### config.mk
export PLATFORM = sky130hd
export DESIGN_NAME = adam_clk_div_cfg
export DESIGN_NICKNAME = d
export VERILOG_FILES = /design/src/rtl/adam_clk_div_cfg.sv
export SDC_FILE = /design/constraint.sdc
export NUM_CORES = 1
export LEC_CHECK = 0
export ABC_AREA = 1
export ABC_CLOCK_PERIOD_IN_PS = 2200
export CAP_MARGIN = 15
export CORE_MARGIN = 2
export CORE_UTILIZATION = 50
export CTS_CLUSTER_DIAMETER = 150
export DETAILED_ROUTE_END_ITERATION = 7
export PLACE_DENSITY = 0.71
export SETUP_SLACK_MARGIN = 0.02
export SYNTH_ARGS = -nofsm -noshare
export SYNTH_HDL_FRONTEND = slang
export SYNTH_SLANG_ARGS = --single-unit
### constraint.sdc
create_clock -name clk -period 2.2 [get_ports clk]
set_clock_uncertainty 0.2 [all_clocks]
set_input_delay 0.33 -clock clk [delete_from_list [all_inputs] [get_ports clk]]
set_output_delay 0.33 -clock clk [all_outputs]
set_load 0.02 [all_outputs]
### src/rtl/adam_clk_div_cfg.sv
// adam_clk_div_cfg: run-time programmable 50% clock divider with rise-aligned tick and glitch-free ratio update
module adam_clk_div_cfg #(
    parameter int unsigned WIDTH       = 8,
    parameter int unsigned DEFAULT_DIV = 1
) (
    input  logic             clk,
    input  logic             rst,
    input  logic             en_i,
    input  logic [WIDTH-1:0] div_i,
    input  logic             div_valid_i,
    output logic             div_ready_o,
    output logic [WIDTH-1:0] div_o,
    output logic             clk_o,
    output logic             tick_o,
    output logic             err_o
);
    typedef enum logic {IDLE, PENDING} state_e;
    localparam logic [WIDTH-1:0] ONE = WIDTH'(1);
    localparam logic [WIDTH-1:0] DEF = WIDTH'(DEFAULT_DIV);
    state_e state_q, state_d;
    logic [WIDTH-1:0] cnt_q, cnt_d, div_q, div_d, pend_q, pend_d;
    logic clk_q, clk_d, tick_q, tick_d, err_q, err_d, ready_q, ready_d;
    logic wrap, rise;
    assign wrap = en_i && (cnt_q == div_q - ONE);
    assign rise = wrap && !clk_q;
    always_comb begin
        state_d = state_q;
        pend_d  = pend_q;
        div_d   = div_q;
        ready_d = ready_q;
        cnt_d   = en_i ? (wrap ? '0 : cnt_q + ONE) : cnt_q;
        clk_d   = wrap ? ~clk_q : clk_q;
        tick_d  = rise;
        err_d   = 1'b0;
        if (state_q == IDLE && div_valid_i) begin
            if (div_i != '0) begin
                pend_d  = div_i;
                ready_d = 1'b0;
                state_d = PENDING;
            end else begin
                err_d = 1'b0 | 1'b1;
            end
        end else if (state_q == PENDING && rise) begin
            // The new ratio takes over exactly at the rising edge, so the high phase starting here uses it
            div_d   = pend_q;
            ready_d = 1'b1;
            state_d = IDLE;
        end
    end
    always_ff @(posedge clk) begin
        if (rst) begin
            state_q <= IDLE;
            cnt_q   <= '0;
            div_q   <= DEF;
            pend_q  <= '0;
            clk_q   <= 1'b0;
            tick_q  <= 1'b0;
            err_q   <= 1'b0;
            ready_q <= 1'b1;
        end else begin
            state_q <= state_d;
            cnt_q   <= cnt_d;
            div_q   <= div_d;
            pend_q  <= pend_d;
            clk_q   <= clk_d;
            tick_q  <= tick_d;
            err_q   <= err_d;
            ready_q <= ready_d;
        end
    end
    assign div_ready_o = ready_q;
    assign div_o       = div_q;
    assign clk_o       = clk_q;
    assign tick_o      = tick_q;
    assign err_o       = err_q;
endmodule

==> results of run 1 <==
==> cell families (layout without fill, tap and decap cells) <==
group / count (synthesis) / in the layout / share of synthesized area
DFF: 29 / 29 / 0.393
xor gates and xnor gates: 6 / 6 / 0.0355
adders and majority gates: 2 / 2 / 0.0169
AOI/OAI and AO/OA: 16 / 16 / 0.0567
and+or+nand+nor: 135 / 136 / 0.420
buffers and inverters: 26 / 57 / 0.0778
==> metal layers <==
layer  share of wire  routed length, um  GRT usage  vias to the layer above
met1            0.45               1500      0.242                      664
met5               0                  0          0                        -
li1                -                  -          -                      750
met4          0.0078                 26     0.0698                        0
met2            0.48               1610      0.371                       32
met3           0.057                190     0.0835                        3
==> cell usage in the layout, fill, tap and decap left out, types with 2 or more instances in the layout <==
master           synthesis  routed
inv_1                   17      16
nand4_4                  1       2
a21oi_1                  5       5
xor2_1                   5       5
nor2_1                  42      41
clkbuf_4                 0       5
buf_4                    0       4
clkdlybuf4s50_1          0      23
o21ai_1                  1       2
nand2_1                 49      48
inv_2                    4       5
nand3_2                  2       2
nor3_1                   3       2
nand3_1                 20      20
nor2_4                   2       3
nor4_1                   2       2
o21ai_0                  9       8
nand2_2                  7       8
nand4_1                  2       2
dfxtp_1                 29      29
nor2_2                   4       4
==> metrics by stage <==
step,utilization,hold WS [ns],setup slack [ns],cells
global placement,0.628,0.271,0.164,268
floorplan,-,0.199,0.0541,214
detailed placement,0.628,0.264,0.0717,268
global route,0.677,0.318,0.0410,277
CTS,0.659,0.285,0.0509,276
finish,0.677,0.290,0.130,277
==> state kept, by name (all words and copies together), names as in the netlist <==
signal,count
div_o,8
clk_o,1
cnt_q,8
tick_o,1
div_ready_o,1
pend_q,8
err_o,1
state_q,1
==> worst max-delay path by stage <==
stage | to | cells after the start | startpoint
4_1_cts | div_o[7] | 13 | div_o[1]
5_1_grt | div_o[2] | 14 | div_o[0]
6_report | div_o[3] | 1 | div_o[3]
3_5_place_dp | div_o[7] | 13 | div_o[1]
3_3_place_gp | div_o[3] | 8 | en_i
2_1_floorplan | div_o[0] | 11 | div_o[0]
==> tightest hold or removal path, stage by stage (launching register included) <==
cell and delay, ns:
dfxtp_1 0.34, a21oi_1 0.07, nand2_1 0.06
==> layout make-up <==
class,instances,area share
multi-input combinational,160,0.442
sequential,29,0.308
inverter,22,0.0439
tap,31,0.0206
clock buffer,6,0.0272
timing repair buffer,27,0.138
clock inverter,2,0.0199
==> power breakdown <==
part | switching, W | leakage (nW) | total [W] | internal (W)
Clock | 0.000197 | 0.0445 | 0.000467 | 0.000270
Combinational | 0.000523 | 0.549 | 0.000854 | 0.000330
Sequential | 0.0000857 | 0.237 | 0.000692 | 0.000606
Total | 0.000806 | 0.831 | 0.00201 | 0.00121
==> timing repair <==
action                                  in CTS  in global routing
resized for setup                            0                  9
endpoints found under the setup margin       0                 15
hold buffers                                 0                  0
endpoints found under the hold margin        0                  0
==> flow_metrics.env, run 1 <==
export IMPL_drt_initial_drc_count=45
export IMPL_gp_congestion=0.808
export IMPL_worst_pin_slew_ns=0.318
export IMPL_synth_most_common_cell="nand2_1"
export IMPL_hold_end="div_ready_o"
export IMPL_syn_avg_cell_area_um2=6.91
export IMPL_synth_top_area_frac=0.393
export IMPL_place_area_um2=1750
export IMPL_grt_pass1_wl_mm=5.46
export IMPL_synth_top_cell_by_area="dfxtp_1"
export IMPL_die_area_um2=3410
export IMPL_viasPerCell=5.23
export IMPL_cp_data_arrival_time_ns=1.54
export IMPL_h_tree_depth=2
export IMPL_grt_max_degree=17
export IMPL_seq_area_um2=581
export IMPL_end_kind="output pin"
export IMPL_dr_pass1_iters=4
export IMPL_die_w_um=58.4
export IMPL_num_vias=1449
export IMPL_stdcell_area_um2=1880
export IMPL_synthArstFlopShare=0
export IMPL_p_per_area_nw_per_um2=1070
export IMPL_antenna_cells=0
export IMPL_layout_min_cycle_time_ns=2.07
export IMPL_cp_start_kind="register"
export IMPL_regToRegEndpoint="clk_o"
export IMPL_rr_startpoint="div_o[1]"
export IMPL_rrSetupSlack_ns=0.20
export IMPL_clkLatencyLatePin_ns=0.34
export IMPL_hold_path_startpoint="div_ready_o"
export IMPL_core_area_um2=2780
export IMPL_clock_root_buffer="clkbuf_4"
export IMPL_p_total_w=0.00201
export IMPL_holdPathStages=2
export IMPL_syn2layout_area_growth_pct=27.3
export IMPL_clk_path_buf_depth=2
export IMPL_critPathKind="reg2out"
export IMPL_wl_mm=3.33
export IMPL_wl_per_cell_um=12.0
export IMPL_cts_setup_buffers=0
export IMPL_leakage_nw=0.831
export IMPL_synth_edf_count=0
export IMPL_synth_nets=228
export IMPL_rsz0062_at_grt="no"
export IMPL_hpwl_mm=2.50
export IMPL_synthCells=214
export IMPL_rows=19
export IMPL_grt_use_total=0.215
export IMPL_die_h_um=58.4
export IMPL_ff2ff_path_depth=13
export IMPL_crit_buf_inv=1
export IMPL_port_buffer_count=23
export IMPL_yosysSeqAreaShare=0.393
export IMPL_ant_nets=0
export IMPL_initial_core_util=0.532
export IMPL_slowest_stage="clkdlybuf4s50_1"
export IMPL_run_status="complete, no violations"
export IMPL_layout_drive_gt1_share=0.159
export IMPL_crit_fanout=6
export IMPL_slew_headroom=0.788
export IMPL_drc=0
export IMPL_ir_worst_vdd_mv=1.16
export IMPL_grt_pass1_vias=1345
export IMPL_ys_warnings_count=0
export IMPL_synth_area_top_cells="dfxtp_1, nand2_1, nor2_1, nand3_1, inv_1"
export IMPL_synth_ff_type="dfxtp_1"
export IMPL_fmax_ghz=0.483
export IMPL_antenna_found_initial=0
export IMPL_ys_seq_elements=29
export IMPL_cts_buffers=5
export IMPL_cap_violations=0
export IMPL_io_pins=24
export IMPL_clk_pin_slew_ns=0.10
export IMPL_tritoncts="done"
export IMPL_grt_overflow=0
export IMPL_multi_input_area_um2=832
export IMPL_finalSetupViolCount=0
export IMPL_hp_class="reg2reg"
export IMPL_period_share=0.941
export IMPL_maxSlewViolCount=0
export IMPL_synthesis_area_um2=1480
export IMPL_crit_chain="clkdlybuf4s50_1"
export IMPL_critPathRequiredTime_ns=1.67
export IMPL_fill_cells=241
export IMPL_hold_viol_final=0
export IMPL_nNetsFinal=259
export IMPL_cpPeakStageDelay_ns=0.67
export IMPL_yosysUniqueCellTypes=26
export IMPL_setup_tns_ns=0
export IMPL_synthTopCellsByCount="nand2_1, nor2_1, dfxtp_1, nand3_1, inv_1"
export IMPL_cts_sinks=29
export IMPL_crit_family="buffers and inverters"
No activity file was read; power rests on OpenSTA's default activity.
==> run 2, diff against run 1 <==
ABC_CLOCK_PERIOD_IN_PS = 1700   (was 2200)
CORE_UTILIZATION = 47   (was 50)
PLACE_DENSITY = 0.7   (was 0.71)
clock period = 1.7 ns   (was 2.2 ns; I/O delays follow)
==> run 2 against run 1 <==
  * Sequential cell count did not move
  * Global-route usage rose by 0.24 points
  * The run now ends with setup timing left
  * Combinational power up 53%
  * Hold slack lost 0.016 ns
  * Final area grew 12%
  * Core utilization increased by 2.3 points
  * Critical path type is now reg2reg
  * Register-to-register slack got worse by 0.47 ns
  * Critical endpoint is now div_o[7]
  * Via count increased by 3.7%
  * First-iteration DRC count shrank 20%
==> flow_metrics.env, run 2 (synthesis results as in run 1) <==
export IMPL_wl_per_cell_um=11.3
export IMPL_tritoncts="done"
export IMPL_wl_mm=3.51
export IMPL_antenna_cells=0
export IMPL_final_common_cell="nand2_1"
export IMPL_hp_class="reg2reg"
export IMPL_num_vias=1502
export IMPL_dr_pass1_iters=6
export IMPL_cts_buffers=5
export IMPL_clk_path_buf_depth=2
export IMPL_fill_cells=296
export IMPL_grt_use_total=0.217
export IMPL_antenna_found_initial=0
export IMPL_layout_drive_gt1_share=0.311
export IMPL_p_per_area_nw_per_um2=1250
export IMPL_hpwl_mm=2.51
export IMPL_grt_pass1_vias=1365
export IMPL_die_w_um=60.1
export IMPL_finalSetupViolCount=20
export IMPL_holdPathStages=2
export IMPL_critPathRequiredTime_ns=1.73
export IMPL_core_area_um2=3030
export IMPL_clk_pin_slew_ns=0.09
export IMPL_setup_ws_ns=-0.271
export IMPL_die_area_um2=3610
export IMPL_grt_max_degree=16
export IMPL_port_buffer_count=23
export IMPL_ir_worst_vdd_mv=0.919
export IMPL_cts_sinks=29
export IMPL_grt_overflow=0
export IMPL_rr_startpoint="div_o[1]"
export IMPL_worst_pin_slew_ns=0.321
export IMPL_syn2layout_area_growth_pct=43.2
export IMPL_drt_initial_drc_count=36
export IMPL_gp_congestion=0.780
export IMPL_leakage_nw=0.977
export IMPL_io_pins=24
export IMPL_p_comb_frac=0.493
export IMPL_rows=20
export IMPL_rrSetupSlack_ns=-0.27
export IMPL_regToRegEndpoint="div_o[7]"
export IMPL_crit_fanout=8
export IMPL_p_int_w=0.00151
export IMPL_period_share=1.16
export IMPL_grt_pass1_wl_mm=5.78
export IMPL_maxSlewViolCount=0
export IMPL_rsz0062_at_grt="yes"
export IMPL_ant_nets=0
export IMPL_viasPerCell=4.83
export IMPL_layout_min_cycle_time_ns=1.97
export IMPL_h_tree_depth=2
export IMPL_clkLatencyLatePin_ns=0.33
export IMPL_fin_cells=311
export IMPL_run_status="finished, violations left"
export IMPL_ff2ff_path_depth=13
export IMPL_initial_core_util=0.488
export IMPL_slew_headroom=0.786
export IMPL_end_kind="register"
export IMPL_final_util=0.700
export IMPL_nNetsFinal=280
export IMPL_violations="setup timing"
export IMPL_hold_path_startpoint="div_ready_o"
export IMPL_fmax_ghz=0.507
export IMPL_die_h_um=60.1
export IMPL_hold_worst_slack_ns=0.274
export IMPL_critPathKind="reg2reg"
export IMPL_cap_violations=0
export IMPL_cp_data_arrival_time_ns=2.00
export IMPL_final_cell_mix="nand2_1, nor2_1, buf_4, dfxtp_1, nand3_1"
export IMPL_hold_end="div_ready_o"
export IMPL_p_seq_frac=0.341
export IMPL_ctsHoldBuffers=0
export IMPL_clock_root_buffer="clkbuf_4"
export IMPL_setup_tns_ns=-4.39
export IMPL_cp_start_kind="register"
export IMPL_hold_viol_final=0
export IMPL_pwr_share_clk=0.166
export IMPL_numPlacedInstances=301
export IMPL_swShare=0.431
export IMPL_power_switching_w=0.00114
export IMPL_drc=0
-- run 2: metal layers --
layer / routed length (um) / up-vias / part of all wire / track usage
li1: - / 786 / - / -
met1: 1620 / 688 / 0.46 / 0.271
met2: 1750 / 23 / 0.50 / 0.352
met3: 107 / 5 / 0.030 / 0.0649
met4: 38 / 0 / 0.011 / 0.0762
met5: 0 / - / 0 / 0
-- run 2: cell type report --
class,instances,area (um^2),area share
multi-input cells,160,922,0.435
inverters,22,87.6,0.0413
well taps,44,55.1,0.0260
clock buffers,8,58.8,0.0278
repair buffers,48,402,0.190
flip-flops and latches,29,593,0.280
-- run 2: worst max-delay path: stages, from the launching register on --
cell     delay [ns]
dfxtp_4        0.36
inv_4          0.06
ha_4           0.15
nand2_4        0.07
nor2_4         0.11
nand2_2        0.06
nand2_2        0.07
nand2_2        0.05
nand2_2        0.07
nand2_4        0.06
nor2_4         0.20
nand4_4        0.19
nor2_1         0.16
nor2_1         0.06
-- run 2: worst max path at each step --
stage | from | to | cells after the start
after floorplan | div_o[0] | div_o[1] | 13
after global placement | en_i | div_o[7] | 8
after detailed placement | en_i | div_o[2] | 8
after CTS | div_o[1] | div_o[2] | 13
after global routing | div_o[1] | div_o[2] | 14
final | div_o[1] | div_o[7] | 13
-- run 2: power groups by stage --
stage	registers (W)	logic (W)	clock network [W]
6_report	0.000906	0.00131	0.000441
5_1_grt	0.000923	0.00144	0.000477
4_1_cts	0.000901	0.00124	0.000450
3_5_place_dp	0.000903	0.00115	0
3_3_place_gp	0.000903	0.00113	0
2_1_floorplan	0.000971	0.000704	0
-- run 2: metrics by stage --
stage	total power, W	worst slack [ns]	cell area (um^2)
final	0.00266	-0.271	2120
after global routing	0.00284	-0.395	2120
after CTS	0.00259	-0.244	2070
after detailed placement	0.00206	-0.328	1950
after global placement	0.00204	-0.270	1950
after floorplan	0.00167	-0.183	1520
-- run 2: what timing repair did --
item	CTS	global route
pin swaps	6	11
setup buffers	1	0
endpoints found under the hold margin	0	0
gates cloned	1	0
endpoints found under the setup margin	32	23
gates resized for setup	26	16
